===== config.mk =====
export PLATFORM = sky130hd
export DESIGN_NAME = decode_stage
export DESIGN_NICKNAME = d
export VERILOG_FILES = /design/src/rtl/decode_stage.sv
export SDC_FILE = /design/constraint.sdc
export NUM_CORES = 1
export LEC_CHECK = 0
export ABC_AREA = 1
export BUFFER_PORTS_ARGS = -buffer_cell sky130_fd_sc_hd__buf_2
export CORE_UTILIZATION = 50
export CTS_CLUSTER_DIAMETER = 40
export CTS_CLUSTER_SIZE = 40
export DETAILED_ROUTE_END_ITERATION = 16
export PLACE_DENSITY = 0.81
export SLEW_MARGIN = 15
export SYNTH_ARGS = -nofsm -noshare
export SYNTH_HDL_FRONTEND = slang
export SYNTH_SLANG_ARGS = --single-unit

===== constraint.sdc =====
create_clock -name clk -period 1.6 [get_ports clk]
set_input_delay 0.32 -clock clk [delete_from_list [all_inputs] [get_ports clk]]
set_output_delay 0.32 -clock clk [all_outputs]
set_load 0.005 [all_outputs]

===== src/rtl/decode_stage.sv =====
`default_nettype none
// ============================================================================
//  Module      : decode_stage
//  Description : Registered RV32I decode stage (OP-IMM, OP, LUI, AUIPC).
//                Reads both source registers, builds the immediate and
//                presents ALU op code plus operands in a valid/ready
//                pipeline register that feeds the ALU directly.
//  Ports       : clk, reset (sync, active-high), flush
//                in_valid/in_ready, instr, pc       - fetch side
//                rs1_addr/rs2_addr, rs1_data/rs2_data - register file
//                out_valid/out_ready, alu_op, alu_a, alu_b, rd, rd_we,
//                illegal                             - execute side
//                dec_count                           - accepted-instr count
//  Revision    : 1.0 - initial release
// ============================================================================
module decode_stage (
  input  logic        clk,
  input  logic        reset,
  input  logic        flush,
  input  logic        in_valid,
  output logic        in_ready,
  input  logic [31:0] instr,
  input  logic [31:0] pc,
  output logic [4:0]  rs1_addr,
  output logic [4:0]  rs2_addr,
  input  logic [31:0] rs1_data,
  input  logic [31:0] rs2_data,
  output logic        out_valid,
  input  logic        out_ready,
  output logic [5:0]  alu_op,
  output logic [31:0] alu_a,
  output logic [31:0] alu_b,
  output logic [4:0]  rd,
  output logic        rd_we,
  output logic        illegal,
  output logic [31:0] dec_count
);

  localparam logic [6:0] OPC_OP_IMM = 7'b0010011;
  localparam logic [6:0] OPC_OP     = 7'b0110011;
  localparam logic [6:0] OPC_LUI    = 7'b0110111;
  localparam logic [6:0] OPC_AUIPC  = 7'b0010111;

  localparam logic [6:0] F7_ZERO = 7'b0000000;
  localparam logic [6:0] F7_ALT  = 7'b0100000;

  logic [6:0]  opcode;
  logic [2:0]  funct3;
  logic [6:0]  funct7;
  logic [31:0] rs1_val;
  logic [31:0] rs2_val;
  logic [31:0] imm_i;
  logic [31:0] imm_u;
  logic [31:0] imm_sh;

  logic [5:0]  dec_op;
  logic [31:0] dec_a;
  logic [31:0] dec_b;
  logic        dec_ill;
  logic        accept;

  assign opcode   = instr[6:0];
  assign funct3   = instr[14:12];
  assign funct7   = instr[31:25];
  assign rs1_addr = instr[19:15];
  assign rs2_addr = instr[24:20];

  // x0 always reads as zero whatever the register file returns
  assign rs1_val = (rs1_addr == 5'd0) ? 32'd0 : rs1_data;
  assign rs2_val = (rs2_addr == 5'd0) ? 32'd0 : rs2_data;

  assign imm_i  = {{20{instr[31]}}, instr[31:20]};
  assign imm_u  = {instr[31:12], 12'b0};
  assign imm_sh = {27'b0, instr[24:20]};

  // Reset also blocks acceptance so nothing is loaded under reset
  assign in_ready = !reset && !flush && (!out_valid || out_ready);
  assign accept   = in_valid && in_ready;

  always_comb begin
    dec_op  = 6'd0;
    dec_a   = 32'd0;
    dec_b   = 32'd0;
    dec_ill = 1'b0;
    unique case (opcode)
      OPC_OP_IMM: begin
        dec_a = rs1_val;
        dec_b = imm_i;
        case (funct3)
          3'b000: dec_op = 6'd0;
          3'b010: dec_op = 6'd1;
          3'b011: dec_op = 6'd2;
          3'b100: dec_op = 6'd3;
          3'b110: dec_op = 6'd4;
          3'b111: dec_op = 6'd5;
          3'b001: begin
            dec_b = imm_sh;
            if (funct7 == F7_ZERO) dec_op = 6'd6;
            else                   dec_ill = 1'b1;
          end
          default: begin  // 3'b101
            dec_b = imm_sh;
            if      (funct7 == F7_ZERO) dec_op = 6'd7;
            else if (funct7 == F7_ALT)  dec_op = 6'd8;
            else                        dec_ill = 1'b1;
          end
        endcase
      end
      OPC_OP: begin
        dec_a = rs1_val;
        dec_b = rs2_val;
        if (funct7 == F7_ZERO) begin
          case (funct3)
            3'b000:  dec_op = 6'd9;
            3'b001:  dec_op = 6'd11;
            3'b010:  dec_op = 6'd12;
            3'b011:  dec_op = 6'd13;
            3'b100:  dec_op = 6'd14;
            3'b101:  dec_op = 6'd15;
            3'b110:  dec_op = 6'd17;
            default: dec_op = 6'd18;
          endcase
        end else if (funct7 == F7_ALT && funct3 == 3'b000) begin
          dec_op = 6'd10;
        end else if (funct7 == F7_ALT && funct3 == 3'b101) begin
          dec_op = 6'd16;
        end else begin
          dec_ill = 1'b1;
        end
      end
      OPC_LUI: begin
        dec_a = 32'd0;
        dec_b = imm_u;
      end
      OPC_AUIPC: begin
        dec_a = pc;
        dec_b = imm_u;
      end
      default: dec_ill = 1'b1;
    endcase

    // Illegal bundles carry no operand information downstream
    if (dec_ill) begin
      dec_op = 6'd0;
      dec_a  = 32'd0;
      dec_b  = 32'd0;
    end
  end

  always_ff @(posedge clk) begin
    if (reset) begin
      out_valid <= 1'b0;
      alu_op    <= 6'd0;
      alu_a     <= 32'd0;
      alu_b     <= 32'd0;
      rd        <= 5'd0;
      rd_we     <= 1'b0;
      illegal   <= 1'b0;
      dec_count <= 32'd0;
    end else if (flush) begin
      out_valid <= 1'b0;
    end else if (accept) begin
      out_valid <= 1'b1;
      alu_op    <= dec_op;
      alu_a     <= dec_a;
      alu_b     <= dec_b;
      rd        <= instr[11:7];
      rd_we     <= !dec_ill && (instr[11:7] != 5'd0);
      illegal   <= dec_ill;
      dec_count <= dec_count + 32'd1;
    end else if (out_valid && out_ready) begin
      out_valid <= 1'b0;
    end
  end

endmodule
`default_nettype wire

==> tab_implementation.tex <==
\begin{tabular}{lr}
\hline
Metric & Value \\
\hline
\multicolumn{2}{l}{\textbf{Status}} \\
Run status & complete, no violations \\
\multicolumn{2}{l}{\textbf{Synth}} \\
Library cell with the largest summed area after synthesis & sky130\_fd\_sc\_hd\_\_dfxtp\_1 \\
Cell types occupying the most area after synthesis & sky130\_fd\_sc\_hd\_\_dfxtp\_1, sky130\_fd\_sc\_hd\_\_nand2\_1, sky130\_fd\_sc\_hd\_\_nand3\_1, sky130\_fd\_sc\_hd\_\_nand3\_2, sky130\_fd\_sc\_hd\_\_a21oi\_2 \\
Top-area cell type share of the netlist area & 0.3281 \\
Sequential share of the synthesized area & 0.3281 \\
Synthesized net count & 1131 \\
Synth unique cells & 34 \\
Number of register bits inferred by synthesis & about 110 \\
Synthesis warning total & 0 \\
Number of synthesized flops with an enable pin & 0 \\
Cell count after synthesis & 992 \\
Summed instance area of the synthesized netlist & roughly 0.0067 mm² \\
Post-synthesis async set-or-reset flop share & 0 \\
Top\_reg\_cell synth & sky130\_fd\_sc\_hd\_\_dfxtp\_1 \\
Syn Area/Cell & 6.705 µm² \\
\multicolumn{2}{l}{\textbf{Place}} \\
Post-Place Cells & 1422 \\
Number of port buffers & 252 \\
Weighted congestion reported at the end of routability-driven placement & 0.9354 \\
Pre-CTS worst setup slack & -0.1437 ns \\
Post-Place Cell Area & 0.008522 mm² \\
HPWL after detailed placement & between 15000 and 20000 µm \\
\multicolumn{2}{l}{\textbf{Route}} \\
Count of TritonRoute iterations in the first routing pass & 6 \\
Remaining number of nets flagged by the antenna check after routing & 0 \\
Sum of routed wire length over all layers & between 20000 and 25000 µm \\
Number of vias after detailed routing & 7646 \\
Vias per inst & 5.306 \\
Routed wire per std cell & between 10 and 15 µm \\
Number of violations reported at the end of detailed-routing iteration 0 & 667 \\
Remaining routing DRC violations & 0 \\
\multicolumn{2}{l}{\textbf{Critical path}} \\
Max Fanout on Critical Path & 4 \\
Most numerous cell on the critical path & sky130\_fd\_sc\_hd\_\_nand2\_1 \\
Critical path launch point type & flop \\
Largest stage delay, worst path & 0.35 ns \\
Critical path capture point type & flop \\
Crit Path Category & reg2reg \\
Critical Path RT & 1.82 ns \\
Crit path cell chain & nand2\_1 -> buf\_4 -> nor2\_1 -> nand2\_1 -> nor2\_1 -> nand2\_1 -> nand2\_1 -> nand2\_1 -> nand2\_1 -> a21oi\_1 \\
Worst path slowest cell & sky130\_fd\_sc\_hd\_\_dfxtp\_1 \\
Crit path arrival time & 1.71 ns \\
\multicolumn{2}{l}{\textbf{GRT}} \\
Maximum number of pins on one net before global-route repair & 40 \\
Leftover overflow at the end of global routing & 0 \\
Vias in the first global route & 7116 \\
Global-route wire length before repair & 34330 µm \\
Antenna violations before repair & 0 \\
GR Util All Layers & 0.3063 \\
\multicolumn{2}{l}{\textbf{Final layout}} \\
Fillers & 1065 \\
Area growth from synthesis to final layout & 34.26\% \\
Net count reported at finish & 1403 \\
Antenna diode instance count & 0 \\
Finished layout cell area & 0.008930 mm² \\
Fin cells & 1441 \\
Layout cells sized above 1 & 0.3767 \\
\multicolumn{2}{l}{\textbf{STA}} \\
Total count of max-transition violations in the final report & 0 \\
Clock Skew & 0.006493 ns \\
Share of the clock period used by the worst path & 0.9302 \\
Final Hold Viols & 0 \\
Finish-stage setup viols & 0 \\
Slew at the pin closest to its max-slew limit & 0.5056 ns \\
Total Neg Setup Slack & 0 ns \\
Max Clock Freq & 0.6719 GHz \\
Headroom to the max-slew limit & 0.6625 \\
Final worst setup slack & 0.1118 ns \\
Final period demand of the worst path & roughly 1.5 ns \\
Unrepaired setup endpoints after global routing & no \\
\multicolumn{2}{l}{\textbf{Clocking}} \\
Clock-pin slew of the registers on the worst-case setup and hold paths & 0.08 ns \\
Maximum count of clock buffers along a single path & 2 \\
Number of H-tree levels & 3 \\
Number of clock sinks seen by CTS & 109 \\
CTS buffer count & 9 \\
CTS tree & done \\
Cell at the root of the clock tree & sky130\_fd\_sc\_hd\_\_clkbuf\_16 \\
Clock network latency to the later pin of the worst-skew pair & 0.35 ns \\
\multicolumn{2}{l}{\textbf{Pwr}} \\
Total chip power & 5.596 mW \\
Leak & 4.113 nW \\
Worst IR drop on VDD & around 0.48 mV \\
Areal power density over the cells & 626.6 mW/mm² \\
\multicolumn{2}{l}{\textbf{Die}} \\
Row cnt & 41 \\
Initial standard-cell utilization of the core & 0.5207 \\
DIE WIDTH & 117.3 µm \\
Core region area & roughly 0.013 mm² \\
Vertical die dimension & 117.3 µm \\
Top-level I/O count & 254 \\
Total die area & $\sim$0.014 mm² \\
\multicolumn{2}{l}{\textbf{Hold path}} \\
Worst min-delay path category & in2reg \\
\multicolumn{2}{l}{\textbf{Run}} \\
Total of max-cap violations & 0 \\
\hline
\end{tabular}
[cells in the final DEF, fill, tap and decap left out, types with 6 or more instances in the layout]
cell type,n
sky130_fd_sc_hd__a21oi_2,41
sky130_fd_sc_hd__buf_4,60
sky130_fd_sc_hd__nand4_1,10
sky130_fd_sc_hd__nand2_2,6
sky130_fd_sc_hd__nor2_4,8
sky130_fd_sc_hd__a21oi_1,60
sky130_fd_sc_hd__nor2_2,12
sky130_fd_sc_hd__nand3_2,42
sky130_fd_sc_hd__nor3_1,10
sky130_fd_sc_hd__clkbuf_16,9
sky130_fd_sc_hd__dfxtp_2,7
sky130_fd_sc_hd__nor2_1,54
sky130_fd_sc_hd__inv_1,56
sky130_fd_sc_hd__buf_2,251
sky130_fd_sc_hd__ha_1,6
sky130_fd_sc_hd__dfxtp_1,102
sky130_fd_sc_hd__o21ai_0,10
sky130_fd_sc_hd__buf_12,18
sky130_fd_sc_hd__nand3_1,150
sky130_fd_sc_hd__nand2_1,317
[metrics by stage]
stage          utilization  hold WS, ns
6_report            0.6991       0.2193
5_1_grt             0.6991       0.2355
4_1_cts             0.6914       0.2089
3_5_place_dp        0.6672       0.4518
3_3_place_gp        0.6672       0.4489
2_1_floorplan            -       0.4609
[cell usage after synthesis (2+ instances only)]
| library cell | count |
|---|---|
| sky130_fd_sc_hd__nor2_1 | 58 |
| sky130_fd_sc_hd__buf_4 | 18 |
| sky130_fd_sc_hd__xor2_1 | 3 |
| sky130_fd_sc_hd__o21ai_0 | 10 |
| sky130_fd_sc_hd__nand3_2 | 41 |
| sky130_fd_sc_hd__inv_2 | 5 |
| sky130_fd_sc_hd__a21oi_2 | 41 |
| sky130_fd_sc_hd__nand2_2 | 4 |
| sky130_fd_sc_hd__nand3_1 | 151 |
| sky130_fd_sc_hd__buf_6 | 2 |
| sky130_fd_sc_hd__nor3_2 | 4 |
| sky130_fd_sc_hd__clkbuf_1 | 24 |
| sky130_fd_sc_hd__nor2_2 | 11 |
| sky130_fd_sc_hd__buf_8 | 4 |
| sky130_fd_sc_hd__nor3_1 | 14 |
| sky130_fd_sc_hd__dfxtp_1 | 109 |
| sky130_fd_sc_hd__nor2_4 | 5 |
| sky130_fd_sc_hd__ha_1 | 6 |
| sky130_fd_sc_hd__xnor2_1 | 2 |
| sky130_fd_sc_hd__a21oi_1 | 60 |
| sky130_fd_sc_hd__nand3b_1 | 4 |
| sky130_fd_sc_hd__inv_1 | 56 |
| sky130_fd_sc_hd__buf_2 | 22 |
| sky130_fd_sc_hd__nand4_1 | 10 |
| sky130_fd_sc_hd__nand2_1 | 319 |
[state kept, by name, summed over array words and instances (netlist names)]
register   cells
out_valid      1
illegal        1
alu_op         5
rd             5
alu_a         32
rd_we          1
dec_count     32
alu_b         32
[final timing paths]
kind	start	to	slack, ns	depth (start not counted)
max reg2reg	dec_count[8]	dec_count[27]	0.11	10
min reg2reg	alu_a[23]	alu_a[23]	0.46	2
min	instr[10]	rd[3]	0.22	3
max	dec_count[8]	dec_count[27]	0.11	10
[layout make-up]
type | instances | area [µm²] | share of cell area
multi-input cells | 752 | 3910 | 0.4379
clock buffers | 11 | 242.7 | 0.02718
clock inverters | 5 | 60.06 | 0.006726
inverters | 62 | 232.7 | 0.02606
repair buffers | 330 | 2078 | 0.2327
well taps | 172 | 215.2 | 0.02410
flip-flops and latches | 109 | 2191 | 0.2453
[kinds of logic after synthesis]
logic type / after synthesis / synth area share
AOI/OAI and AO/OA: 115 / 0.1106
xor gates and xnor gates: 5 / 0.006585
adders and majority gates: 6 / 0.01129
buffers and inverters: 132 / 0.09782
DFF: 109 / 0.3281
other: 1 / 0.0005638
and+or+nand+nor: 624 / 0.4451
[critical path: cells and delay by family, from the launching register on]
family                 cells  cell delay (ns)
AO/OA/AOI/OAI              1             0.05
buffers and inverters      1             0.18
flip-flops                 1             0.35
AND/OR/NAND/NOR            8             0.78
[timing repair]
item | 4_1_cts | 5_1_grt
hold buffers | 0 | 0
buffers inserted | 0 | 2
gates resized for setup | 2 | 22
pin swaps | 0 | 1
setup endpoints to repair | 3 | 26
cloned | 0 | 1
[power by group]
| part | leakage [nW] | switching [mW] | internal [mW] |
|---|---|---|---|
| combinational | 3.09 | 0.312 | 0.239 |
| sequential | 0.882 | 0.00389 | 2.72 |
| clock | 0.146 | 1.06 | 1.26 |
[layer usage]
metal  routed length (µm)  vias to the layer above  global-route usage
met4                  605                        0              0.1177
met3                 1724                       54             0.05788
met1                 8566                     3473              0.3741
li1                     -                     3768                   -
met2                10440                      351              0.5292
met5                    0                        -                   0
No activity file was read; power rests on OpenSTA's default activity.
